**src/rtl/serial_pkg.sv**
```systemverilog
// Shared FSM state type, parity mode constants and parity helper for the
// parametrised serial frame receiver.
package serial_pkg;

   typedef enum logic [2:0] {
      ST_IDLE   = 3'd0,
      ST_START  = 3'd1,
      ST_DATA   = 3'd2,
      ST_PARITY = 3'd3,
      ST_STOP1  = 3'd4,
      ST_STOP2  = 3'd5,
      ST_DONE   = 3'd6,
      ST_ERR    = 3'd7
   } state_e;

   localparam int PAR_NONE = 0;
   localparam int PAR_EVEN = 1;
   localparam int PAR_ODD  = 2;

   // xor_bit is the XOR of all data bits and the received parity bit
   function automatic logic parity_error(input logic xor_bit, input int mode);
      logic err;
      case (mode)
         PAR_EVEN: err = xor_bit;
         PAR_ODD:  err = ~xor_bit;
         default:  err = 1'b0;
      endcase
      return err;
   endfunction

endpackage

```
**src/rtl/serial_bit_timer.sv**
```systemverilog
// Bit-period phase counter: after a restart at t0 it strobes at phase H of
// every bit period, where H = floor((C-1)/2) is the mid-bit sample point.
module serial_bit_timer
   import serial_pkg::*;
#(
   parameter int C = 1
) (
   input  logic clk,
   input  logic reset,
   input  logic restart,
   output logic sample
);

   localparam int              PW      = $clog2(C) + 1;
   localparam logic [PW-1:0]   H_P     = PW'((C - 1) / 2);
   localparam logic [PW-1:0]   LAST_P  = PW'(C - 1);
   // The restart cycle itself is phase 0, so the following cycle is phase 1
   localparam logic [PW-1:0]   FIRST_P = PW'((C == 1) ? 0 : 1);

   logic [PW-1:0] phase_q;
   logic [PW-1:0] phase_d;

   always_comb begin
      if (restart) begin
         phase_d = FIRST_P;
      end else if (phase_q == LAST_P) begin
         phase_d = {PW{1'b0}};
      end else begin
         phase_d = phase_q + PW'(1);
      end
   end

   always_ff @(posedge clk) begin
      if (reset) begin
         phase_q <= {PW{1'b0}};
      end else begin
         phase_q <= phase_d;
      end
   end

   assign sample = (phase_q == H_P);

endmodule

```
**src/rtl/serial_frame_rx.sv**
```systemverilog
// Serial frame receiver with configurable data width, parity, stop bits and
// oversampled mid-bit sampling; emits data, a done strobe and error flags.
module serial_frame_rx
   import serial_pkg::*;
#(
   parameter int DATA_BITS    = 8,
   parameter int PARITY       = 0,
   parameter int STOP_BITS    = 1,
   parameter int CLKS_PER_BIT = 1
) (
   input  logic                 clk,
   input  logic                 reset,
   input  logic                 din,
   output logic [DATA_BITS-1:0] data,
   output logic                 done,
   output logic                 parity_err,
   output logic                 frame_err
);

   localparam int            CW       = $clog2(DATA_BITS + 1);
   localparam logic [CW-1:0] LAST_BIT = CW'(DATA_BITS - 1);
   // With H = 0 the start bit is sampled at t0 itself, so the first strobe
   // seen in START already belongs to data bit 0.
   localparam bit            H_ZERO   = (((CLKS_PER_BIT - 1) / 2) == 0);

   state_e                state_q, state_d;
   logic [CW-1:0]         cnt_q, cnt_d;
   logic [DATA_BITS-1:0]  shift_q, shift_d;
   logic [DATA_BITS-1:0]  data_q, data_d;
   logic                  par_q, par_d;
   logic                  done_q, done_d;
   logic                  perr_q, perr_d;
   logic                  ferr_q, ferr_d;
   logic [DATA_BITS-1:0]  shift_in;
   logic                  restart;
   logic                  sample;

   serial_bit_timer #(.C(CLKS_PER_BIT)) u_timer (
      .clk     (clk),
      .reset   (reset),
      .restart (restart),
      .sample  (sample)
   );

   always_ff @(posedge clk) begin
      if (reset) begin
         state_q <= ST_IDLE;
      end else begin
         state_q <= state_d;
      end
   end

   always_comb begin
      state_d = state_q;
      case (state_q)
         ST_IDLE: begin
            if (!din) state_d = ST_START;
            else      state_d = ST_IDLE;
         end
         ST_START: begin
            if (!sample)     state_d = ST_START;
            else if (H_ZERO) state_d = ST_DATA;
            else if (din)    state_d = ST_IDLE;
            else             state_d = ST_DATA;
         end
         ST_DATA: begin
            if (sample && (cnt_q == LAST_BIT))
               state_d = (PARITY != PAR_NONE) ? ST_PARITY : ST_STOP1;
            else
               state_d = ST_DATA;
         end
         ST_PARITY: begin
            if (sample) state_d = ST_STOP1;
            else        state_d = ST_PARITY;
         end
         ST_STOP1: begin
            if (!sample)             state_d = ST_STOP1;
            else if (!din)           state_d = ST_ERR;
            else if (STOP_BITS == 2) state_d = ST_STOP2;
            else                     state_d = ST_DONE;
         end
         ST_STOP2: begin
            if (!sample)   state_d = ST_STOP2;
            else if (!din) state_d = ST_ERR;
            else           state_d = ST_DONE;
         end
         ST_DONE: begin
            if (din) state_d = ST_IDLE;
            else     state_d = ST_START;
         end
         ST_ERR: begin
            if (din) state_d = ST_IDLE;
            else     state_d = ST_ERR;
         end
         default: state_d = ST_IDLE;
      endcase
   end

   always_comb begin
      restart  = 1'b0;
      cnt_d    = cnt_q;
      shift_d  = shift_q;
      par_d    = par_q;
      shift_in = {din, shift_q[DATA_BITS-1:1]};
      case (state_q)
         ST_IDLE, ST_DONE: begin
            restart = ~din;
            cnt_d   = {CW{1'b0}};
         end
         ST_START: begin
            if (sample && H_ZERO) begin
               shift_d = shift_in;
               cnt_d   = CW'(1);
            end else begin
               shift_d = shift_q;
               cnt_d   = cnt_q;
            end
         end
         ST_DATA: begin
            if (sample) begin
               shift_d = shift_in;
               cnt_d   = cnt_q + CW'(1);
            end else begin
               shift_d = shift_q;
               cnt_d   = cnt_q;
            end
         end
         ST_PARITY: begin
            if (sample) par_d = din;
            else        par_d = par_q;
         end
         default: begin
            cnt_d = cnt_q;
         end
      endcase
      done_d = (state_d == ST_DONE);
      ferr_d = (state_d == ST_ERR) && (state_q != ST_ERR);
      perr_d = done_d && parity_error((^shift_q) ^ par_q, PARITY);
      if (done_d) data_d = shift_q;
      else        data_d = data_q;
   end

   always_ff @(posedge clk) begin
      if (reset) begin
         cnt_q   <= {CW{1'b0}};
         shift_q <= {DATA_BITS{1'b0}};
         data_q  <= {DATA_BITS{1'b0}};
         par_q   <= 1'b0;
         done_q  <= 1'b0;
         perr_q  <= 1'b0;
         ferr_q  <= 1'b0;
      end else begin
         cnt_q   <= cnt_d;
         shift_q <= shift_d;
         data_q  <= data_d;
         par_q   <= par_d;
         done_q  <= done_d;
         perr_q  <= perr_d;
         ferr_q  <= ferr_d;
      end
   end

   assign data       = data_q;
   assign done       = done_q;
   assign parity_err = perr_q;
   assign frame_err  = ferr_q;

endmodule
```
**config.mk**
```make
export PLATFORM = sky130hd
export DESIGN_NAME = serial_frame_rx
export DESIGN_NICKNAME = d
export VERILOG_FILES = /design/src/rtl/serial_pkg.sv /design/src/rtl/serial_bit_timer.sv /design/src/rtl/serial_frame_rx.sv
export SDC_FILE = /design/constraint.sdc
export NUM_CORES = 1
export LEC_CHECK = 0
export BUFFER_PORTS_ARGS = -buffer_cell sky130_fd_sc_hd__buf_2
export CORE_MARGIN = 5
export CORE_UTILIZATION = 30
export DETAILED_ROUTE_END_ITERATION = 16
export PLACE_DENSITY_LB_ADDON = 0.15
export SLEW_MARGIN = 10
export SYNTH_ARGS = -nofsm -noshare
export SYNTH_HDL_FRONTEND = slang
export SYNTH_SLANG_ARGS = --single-unit
export TNS_END_PERCENT = 50
```
**constraint.sdc**
```tcl
create_clock -name clk -period 1.3 [get_ports clk]
set_input_delay 0.195 -clock clk [delete_from_list [all_inputs] [get_ports clk]]
set_output_delay 0.195 -clock clk [all_outputs]
set_load 0.02 [all_outputs]
```
==> flow_summary.ini <==
[pwr]
fin_total_pwr_mw = 1.87
power.leakage_nw = 0.636
vdd_drop_max_mv = 0.547
p_per_area_nw_per_um2 = 1120

[setup_path]
crit_path_max_incr_delay_ns = 0.39
cp_top_family = simple AND/OR/NAND/NOR gates
crit_chain = buf_6 -> and3b_2 -> nor3_4 -> mux2i_1
arrival_ns = 1.50
cp_data_required_time_ns = 1.52
cp_slowest_cell = dfxtp_4
critPathKind = flop to flop
cp_num_buf_inv = 1
path_max_fanout = 8
cp-startpoint = state_q[1]
timing.rr.start = state_q[1]
end_kind = flop
cp-start-kind = flop

[die]
pin_count = 14
dieArea_um2 = 5710
core_um2 = 4090
die_x_um = 75.5
rows = 23
start_util_pct = 31.5
die_h_um = 75.5

[placed_design]
dp_cells = 212
numPortBuffers = 12
dpl-instance-area_um2 = 1480
place_hpwl_um = 2040
place_congestion = 0.816

[yosys]
ys_types = 44
synth_most_common_cell = dfxtp_1
synth_ff_type = dfxtp_1
ys_warn_count = 0
yosysTopAreaCell = dfxtp_1
ys_seq_area_share_pct = 40.4
netlist_area_um2 = 1290
netlist_instances = 141
synthArstFlopShare_pct = 0
synth_edf_count = 0
ys_ff_latch = 26
synth_common_cells = 26 x dfxtp_1, 20 x a21oi_1, 19 x nand2_1
avgSynthCellArea_um2 = 9.14
synth_top_area_share_pct = 40.4
synth_area_leaders = dfxtp_1 40%, a21oi_1 7.8%, nand2_1 5.5%

[hold_path]
hp-class = primary input to flop
holdCritStartpoint = reset

[global_routing]
antenna_found_initial = 0
grt_pass1_vias = 1084
grt_pass1_wl_um = 4960
grt_overflow = 0
grt_usage_pct = 11.1
grt_max_degree = 18

[final_layout]
diodes = 0
layout.cells.non_filler = 220
drive_gt1_share_pct = 36.5
n_fill_cell = 429
area_growth_pct = 29.1
fin_area_um2 = 1660
final_nets = 175
multiInputGateArea_um2 = 738
seq_area_um2 = 536

[clock_network]
clk_pin_slew_worst_paths_ns = 0.10
cts_sinks = 26
cts_root_buf = clkbuf_8
cts_buffer_depth = 2
h-tree-depth = 1
cts_buffers = 3
tritoncts = yes
cts_hold_buf = 0
insertion_delay_ns = 0.27

[drt]
wl_per_cell_um = 13.6
routed_wl_um = 3000
drt_pass1_iterations = 4
viasPerCell = 5.00
route.detailed.drc = 0
first_iter_violations = 36
vias = 1100
final_antenna_net_count = 0

[sta]
fmax_mhz = 781
finalCriticalPeriod_ns = 1.28
setup_viol = 0
report.final.slew_viol_count = 0
finalHoldViolations = 0
finalClockSkew_ns = 0.00868
rsz0062_at_grt = true
timing.final.crit_share_pct = 98.5

[run]
drv_cap = 0

[outcome]
status = complete, no violations
==> stage by stage <==
step	hold slack [ns]	setup TNS, ns	utilization (%)	setup WS (ns)
floorplan	0.343	0	-	0.0670
global placement	0.441	-0.424	36.2	-0.0825
detailed placement	0.447	-0.934	36.2	-0.146
CTS	0.306	0	38.4	0.0109
global route	0.320	-0.0635	40.7	-0.0281
finish	0.300	0	40.7	0.0190
==> path summary, 6_finish.rpt <==
check	endpoint	slack (ns)	cells past startpoint
setup / recovery	cnt_q[1]	0.02	4
setup reg to reg	cnt_q[1]	0.02	4
hold / removal	frame_err	0.30	3
hold reg to reg	data[5]	0.46	2
==> cells by family after synthesis <==
kind of cell	Yosys count	synth area share [%]
and+or+nand+nor	55	26.5
AOI/OAI and AO/OA	43	20.0
DFF	26	40.4
buffers and inverters	12	7.67
xor gates and xnor gates	2	3.40
adders and majority gates	1	0.971
other	1	0.291
muxes	1	0.777
==> cell usage in the layout (no fill, tap or decap), types with 3 or more instances in the layout <==
cell and count:
a21oi_1 20, nand3_1 9, clkbuf_8 3, nand2b_1 4, dfxtp_1 22, buf_4 21
buf_2 12, o21ai_0 6, dfxtp_4 4, o21ai_1 6, nand2_1 19
==> layout make-up <==
type	instances	share of cell area, %
Multi-Input combinational cell	104	44.4
Clock inverter	1	1.80
Clock buffer	3	2.48
Timing Repair Buffer	36	15.4
Tap cell	50	3.76
Sequential cell	26	32.2
==> state kept, by name, summed over array words and instances, names as in the netlist <==
register         cells
u_timer.phase_q      1
data                 8
shift_q              8
cnt_q                4
frame_err            1
done                 1
state_q              3
==> worst register-to-register path, delay by kind of cell, from the launching register on <==
family,cells,cell delay (ns)
simple gates,2,0.50
flops,1,0.39
mux,1,0.20
buf+inv,1,0.14
==> report_power, final <==
group | switching [mW] | internal, mW
sequential | 0.0350 | 0.813
clock | 0.268 | 0.412
combinational | 0.175 | 0.165
==> metal layers <==
metal  GRT usage [%]  wire, µm  up-vias
li1                -         -      558
met1            13.1      1380      518
met2            20.2      1500       22
met3            2.37        97        2
met4            2.91        19        0
met5               0         0        -
==> timing repair <==
item,4_1_cts,5_1_grt
gates resized for setup,8,15
pin swaps,1,6
buffers inserted,0,4
setup endpoints to repair,24,18
Note: power is estimated with default switching activity, not from simulation.
